$ cat src/rtl/writeback_regfile.sv
// Y86-64 SEQ write-back stage and 15 x XLEN architectural register file.
// Define WB_BYPASS_EN to forward in-flight write data onto the read ports.
module writeback_regfile #(
   parameter int XLEN    = 64,
   parameter int NREG    = 15,
   parameter int RSP_IDX = 4,
   parameter int CNT_W   = 32
) (
   input  logic             clk,
   input  logic             rst,
   input  logic             wb_en,
   input  logic [3:0]       icode,
   input  logic             cnd,
   input  logic [3:0]       rA,
   input  logic [3:0]       rB,
   input  logic [XLEN-1:0]  valE,
   input  logic [XLEN-1:0]  valM,
   input  logic [3:0]       srcA,
   input  logic [3:0]       srcB,
   output logic [XLEN-1:0]  valA,
   output logic [XLEN-1:0]  valB,
   output logic [3:0]       dstE,
   output logic [3:0]       dstM,
   output logic [1:0]       stat,
   output logic [CNT_W-1:0] retired
);

   typedef enum logic [1:0] {
      ST_AOK = 2'd0,
      ST_HLT = 2'd1,
      ST_INS = 2'd2
   } stat_e;

   localparam logic [3:0] R_NONE = 4'hF;
   localparam logic [3:0] R_RSP  = 4'(RSP_IDX);

   localparam logic [3:0] I_HALT   = 4'h0;
   localparam logic [3:0] I_RRMOV  = 4'h2;
   localparam logic [3:0] I_IRMOV  = 4'h3;
   localparam logic [3:0] I_MRMOV  = 4'h5;
   localparam logic [3:0] I_OPQ    = 4'h6;
   localparam logic [3:0] I_CALL   = 4'h8;
   localparam logic [3:0] I_RET    = 4'h9;
   localparam logic [3:0] I_PUSH   = 4'hA;
   localparam logic [3:0] I_POP    = 4'hB;

   logic [XLEN-1:0]  regs_q [NREG];
   logic [XLEN-1:0]  regs_d [NREG];
   stat_e            stat_q, stat_d;
   logic [CNT_W-1:0] retired_q, retired_d;

   logic commit;
   logic legal;
   logic we_e;
   logic we_m;

   always_comb begin
      dstE = R_NONE;
      case (icode)
         I_RRMOV: dstE = cnd ? rB : R_NONE;
         I_IRMOV,
         I_OPQ:   dstE = rB;
         I_CALL,
         I_RET,
         I_PUSH,
         I_POP:   dstE = R_RSP;
         default: dstE = R_NONE;
      endcase
   end

   always_comb begin
      dstM = R_NONE;
      case (icode)
         I_MRMOV,
         I_POP:   dstM = rA;
         default: dstM = R_NONE;
      endcase
   end

   assign commit = wb_en && (stat_q == ST_AOK);
   assign legal  = (icode <= I_POP);
   assign we_e   = commit && legal && (dstE != R_NONE);
   assign we_m   = commit && legal && (dstM != R_NONE);

   // dstM is applied last so popq %rsp keeps the popped value.
   always_comb begin
      for (int i = 0; i < NREG; i++) begin
         regs_d[i] = regs_q[i];
         if (we_e && dstE == 4'(i))
            regs_d[i] = valE;
         if (we_m && dstM == 4'(i))
            regs_d[i] = valM;
      end
   end

   always_comb begin
      stat_d    = stat_q;
      retired_d = retired_q;
      if (commit) begin
         if (!legal) begin
            stat_d = ST_INS;
         end else begin
            retired_d = retired_q + 1'b1;
            if (icode == I_HALT)
               stat_d = ST_HLT;
         end
      end
   end

   always_ff @(posedge clk or posedge rst) begin
      if (rst) begin
         for (int i = 0; i < NREG; i++)
            regs_q[i] <= '0;
         stat_q    <= ST_AOK;
         retired_q <= '0;
      end else begin
         for (int i = 0; i < NREG; i++)
            regs_q[i] <= regs_d[i];
         stat_q    <= stat_d;
         retired_q <= retired_d;
      end
   end

   function automatic logic [XLEN-1:0] rd_port(input logic [3:0] src);
      logic [XLEN-1:0] v;
      v = '0;
      if (src != R_NONE) begin
         v = regs_q[src];
`ifdef WB_BYPASS_EN
         if (we_m && src == dstM)
            v = valM;
         else if (we_e && src == dstE)
            v = valE;
`endif
      end
      return v;
   endfunction

   assign valA    = rd_port(srcA);
   assign valB    = rd_port(srcB);
   assign stat    = stat_q;
   assign retired = retired_q;

endmodule

$ cat config.mk
export PLATFORM = sky130hd
export DESIGN_NAME = writeback_regfile
export DESIGN_NICKNAME = d
export VERILOG_FILES = /design/src/rtl/writeback_regfile.sv
export SDC_FILE = /design/constraint.sdc
export NUM_CORES = 2
export LEC_CHECK = 0
export BUFFER_PORTS_ARGS = -buffer_cell sky130_fd_sc_hd__buf_4
export CORE_ASPECT_RATIO = 1.25
export CORE_MARGIN = 2
export CORE_UTILIZATION = 45
export CTS_BUF_LIST = sky130_fd_sc_hd__clkbuf_2 sky130_fd_sc_hd__clkbuf_4 sky130_fd_sc_hd__clkbuf_8
export CTS_CLUSTER_SIZE = 40
export DETAILED_ROUTE_END_ITERATION = 6
export PLACE_DENSITY = 0.63
export SYNTH_ARGS = -nofsm -noshare
export SYNTH_HDL_FRONTEND = slang
export SYNTH_SLANG_ARGS = --single-unit
$ cat constraint.sdc
create_clock -name clk -period 52.1 [get_ports clk]
set_input_delay 15.63 -clock clk [delete_from_list [all_inputs] [get_ports clk]]
set_output_delay 15.63 -clock clk [all_outputs]
set_load 0.005 [all_outputs]
==> results.txt <==
The flow ran to the end, and the final reports show no timing, DRC or antenna violations. The first-pass GRT wire length is 331700 µm. The startpoint identified for the worst hold timing path is retired[31]$_DFFE_PP0P_. The share of the cycle needed by the critical path after routing is 66.35%. The achievable frequency came out at around 29 MHz. The library cells used most frequently in the layout, excluding fill and tap cells, are sky130_fd_sc_hd__nand2_1, sky130_fd_sc_hd__dfrtp_1, sky130_fd_sc_hd__mux2i_1.

The fraction of the mapped netlist area in simple logic gates is about 11%. After clock tree synthesis, the repair step resized 0 gates. In this run, synthesis produced a sequential element count of 994. The clock period minus worst slack is 34570 ps. Among all flip-flop cells after synthesis, the most frequent one is sky130_fd_sc_hd__dfrtp_1. The clock skew came out at between 30 and 40 ps.

The number of clock buffers added by TritonCTS is 170. In this run the critical register-to-register path is captured at regs_q[669]$_DFFE_PP0P_. The largest fanout of any net on the critical path came out at 48. The max-slew headroom at the worst pin is between 10% and 20%.

The xor and xnor fraction of the mapped netlist area is less than 1%. The average vias per placed instance came out at ~6.4. The leakage dissipation is 29.23 nW. The placeable core area is 135100 µm². The antenna violation net count after detailed routing is 0. The die covers 138600 µm². The height of the chip is a little over 400 µm. The switching share of total power is 26.53%.

The number of I/O pins is between 300 and 400. The synthesized net count is 6234. The initial DRC count came out at about 6200. The first detailed-routing pass ran for 6 iterations.

Synthesis instantiated 46 different standard cells from the library. The kind of start point of the critical path is a primary input. The peak supply drop came out at 0.02175 mV.

The setup path with the least slack is of type in -> out. The root buffer cell chosen for the clock tree is sky130_fd_sc_hd__clkbuf_8. The adder and majority gate portion of the synthesized area is 0.02051%. The critical path ends at valB[40].

Summed over all instances, the cell type with the most area after synthesis is sky130_fd_sc_hd__dfrtp_1. Counting every sink on the clock net gives 994. The width of the die came out at 333.4 µm. The instance count of the mapped netlist is slightly above 6000. The starting utilization of the core area came out at 45.17%. The number of port buffers is about 320. The initial antenna violation count is 35. The maximum clock insertion buffer count came out at 3.

The fraction of registers with async set/reset is 100.0%. The setup fix buffers added after clock tree synthesis came out at 0. The final count of negative-setup-slack endpoints is 0.

The path class of the tightest hold or removal check is reg -> reg. The fraction of final layout cells with drive strength greater than 1 came out at 19.15%. The number of pins exceeding their max-slew limit in the final report came out at 0. The power per cell area came out at 25.42 nW/µm². The analysis attributes to net switching a power of 0.4556 mW. The post-detailed-route DRC marker count is 0.

The total wirelength of the detailed-routed design came out at 225700 µm. The half-perimeter wire length of the detailed placement result is 120200 µm. The share of the Yosys chip area taken by registers is 40.76%. The number of hold-slack violations in the final timing report came out at 0. The pin count of the biggest net entering global routing is 129. The H-tree depth is 4.

TritonCTS built the clock tree. The sum of negative setup slack is 0 ps. The transition time at the pin with the least slew margin is 1312 ps. The compound-cell area share of the yosys netlist is between 10% and 20%.

The required time of the critical path came out at between 30000 and 40000 ps. The clock latency at the later pin of the worst-skew pair is 930 ps. The number of global-route vias before repair is 49530. The number of max-cap violations came out at 0. The combined area of all synthesized cells came out at 61020 µm². During synthesis, Yosys emitted a total of 0 warnings.

For this design, the CTS-stage hold fixing added 0 buffers. By area the synthesized netlist is led by sky130_fd_sc_hd__dfrtp_1, sky130_fd_sc_hd__mux2i_1, sky130_fd_sc_hd__mux4_2, sky130_fd_sc_hd__nand2_1, sky130_fd_sc_hd__nor2_1. Combinational logic is responsible for 8.2% of the overall power. Setup repair after global routing left no endpoint under its margin. The cell area after placement is ~64000 µm².

The average instance in the mapped netlist occupies 10.03 µm². Power comes to 1.717 mW. The final standard cell area without fillers is 67560 µm². Of the total power, the clock network draws 46.3%. The worst-case register-to-register setup slack is 47930 ps. The share of total power dissipated in sequential elements is a little under half. STA classifies the critical path endpoint as a primary output.

The share of synthesized area spent on multiplexers is 31.30%. Counting cells, the worst reg-to-reg path comes to 7. The most common library cell in the layout ignoring fill and taps is sky130_fd_sc_hd__nand2_1.

Yosys mapped a number of flops with a built-in enable equal to 0. The total global routing track utilization is 32.03%. The worst register-to-register path begins at stat[1]$_DFFE_PP0P_.

The sum of overflow across all layers after global routing came out at 0. The total number of nets in the final design came out at 6174. The total number of placement rows came out at 151.

The routability congestion estimate came out at 0.8341. Relative to the synthesized area, the layout overhead comes to 10.73%. The data arrival time at the worst-slack endpoint is ~19000 ps. The clock-pin slew of the registers on the worst-case setup and hold paths came out at 70 ps.

The total number of vias came out at 50940. In the final routed layout, each cell accounts on average for between 20 and 30 µm. Of the post-synthesis cell area, the dominant cell type holds 40.76%. After synthesis, the largest family of logic cells by area is multiplexers. The internal portion of total power came out at about 1.3 mW. The most critical setup path has its startpoint at srcB[0].
## cells by family (layout without fill, tap and decap cells)
kind of cell / after synthesis / after routing
xor+xnor: 31 / 31
compound gates: 1259 / 1259
other cells: 0 / 24
mux: 1398 / 1398
flops: 994 / 994
simple gates: 1732 / 1732
buf+inv: 666 / 741
fa+ha+maj: 1 / 1
## per-layer routing
metal	GRT usage, %	vias up	routed length, µm
met4	14.76	24	10630
met2	49.08	3004	102200
met5	0	-	142
li1	-	21820	-
met3	8.491	648	24850
met1	42.54	25440	87880
## worst max-delay path, cell delays in order
cell and delay [ps]:
sky130_fd_sc_hd__buf_8 400, sky130_fd_sc_hd__buf_4 730, sky130_fd_sc_hd__buf_4 790, sky130_fd_sc_hd__mux4_2 600, sky130_fd_sc_hd__mux4_2 530, sky130_fd_sc_hd__buf_4 170
## worst min path at each step
stage | endpoint | slack, ps | cells past startpoint
finish | retired[31]$_DFFE_PP0P_ | 480 | 1
global route | retired[31]$_DFFE_PP0P_ | 500 | 1
CTS | retired[31]$_DFFE_PP0P_ | 480 | 1
detailed placement | retired[31]$_DFFE_PP0P_ | 460 | 1
global placement | retired[31]$_DFFE_PP0P_ | 470 | 1
floorplan | retired[31]$_DFFE_PP0P_ | 470 | 1
## power by group through the flow
stage / clock network [mW] / registers, mW / logic, mW
floorplan: 0 / 0.795 / 0.0831
global placement: 0 / 0.795 / 0.138
detailed placement: 0 / 0.795 / 0.139
CTS: 0.803 / 0.781 / 0.139
global route: 0.837 / 0.782 / 0.148
finish: 0.796 / 0.782 / 0.140
## state kept, by name (all words and copies together), names as in the netlist
signal / count
stat: 2
regs_q: 960
retired: 32
## Yosys cell counts (104+ instances only)
cell                       count
sky130_fd_sc_hd__o21ai_0     138
sky130_fd_sc_hd__clkbuf_1    411
sky130_fd_sc_hd__mux4_2      408
sky130_fd_sc_hd__buf_2       115
sky130_fd_sc_hd__a21oi_1     321
sky130_fd_sc_hd__a31oi_1     257
sky130_fd_sc_hd__nor2_1      584
sky130_fd_sc_hd__o21ai_1     379
sky130_fd_sc_hd__nand2_1    1043
sky130_fd_sc_hd__mux2i_1     989
sky130_fd_sc_hd__dfrtp_1     994
sky130_fd_sc_hd__o22ai_1     104
## final cells by class
class	count	area [µm²]
flip-flops and latches	994	24870
clock buffers	274	3465
well taps	1759	2201
multi-input cells	4421	33290
diodes	24	60.06
fillers	12090	67520
inverters	7	33.78
clock inverters	33	316.6
repair buffers	427	3326
## metrics by stage
step	setup WS [ps]	instances	hold WS (ps)	utilization, %
CTS	17530	7915	483.1	49.97
detailed placement	17520	7608	463.4	47.17
global placement	17580	7608	468.1	47.17
global route	17350	7931	501.0	50.00
finish	17530	7939	482.5	50.02
floorplan	8504	6081	468.3	-
No activity file was read; power rests on OpenSTA's default activity.
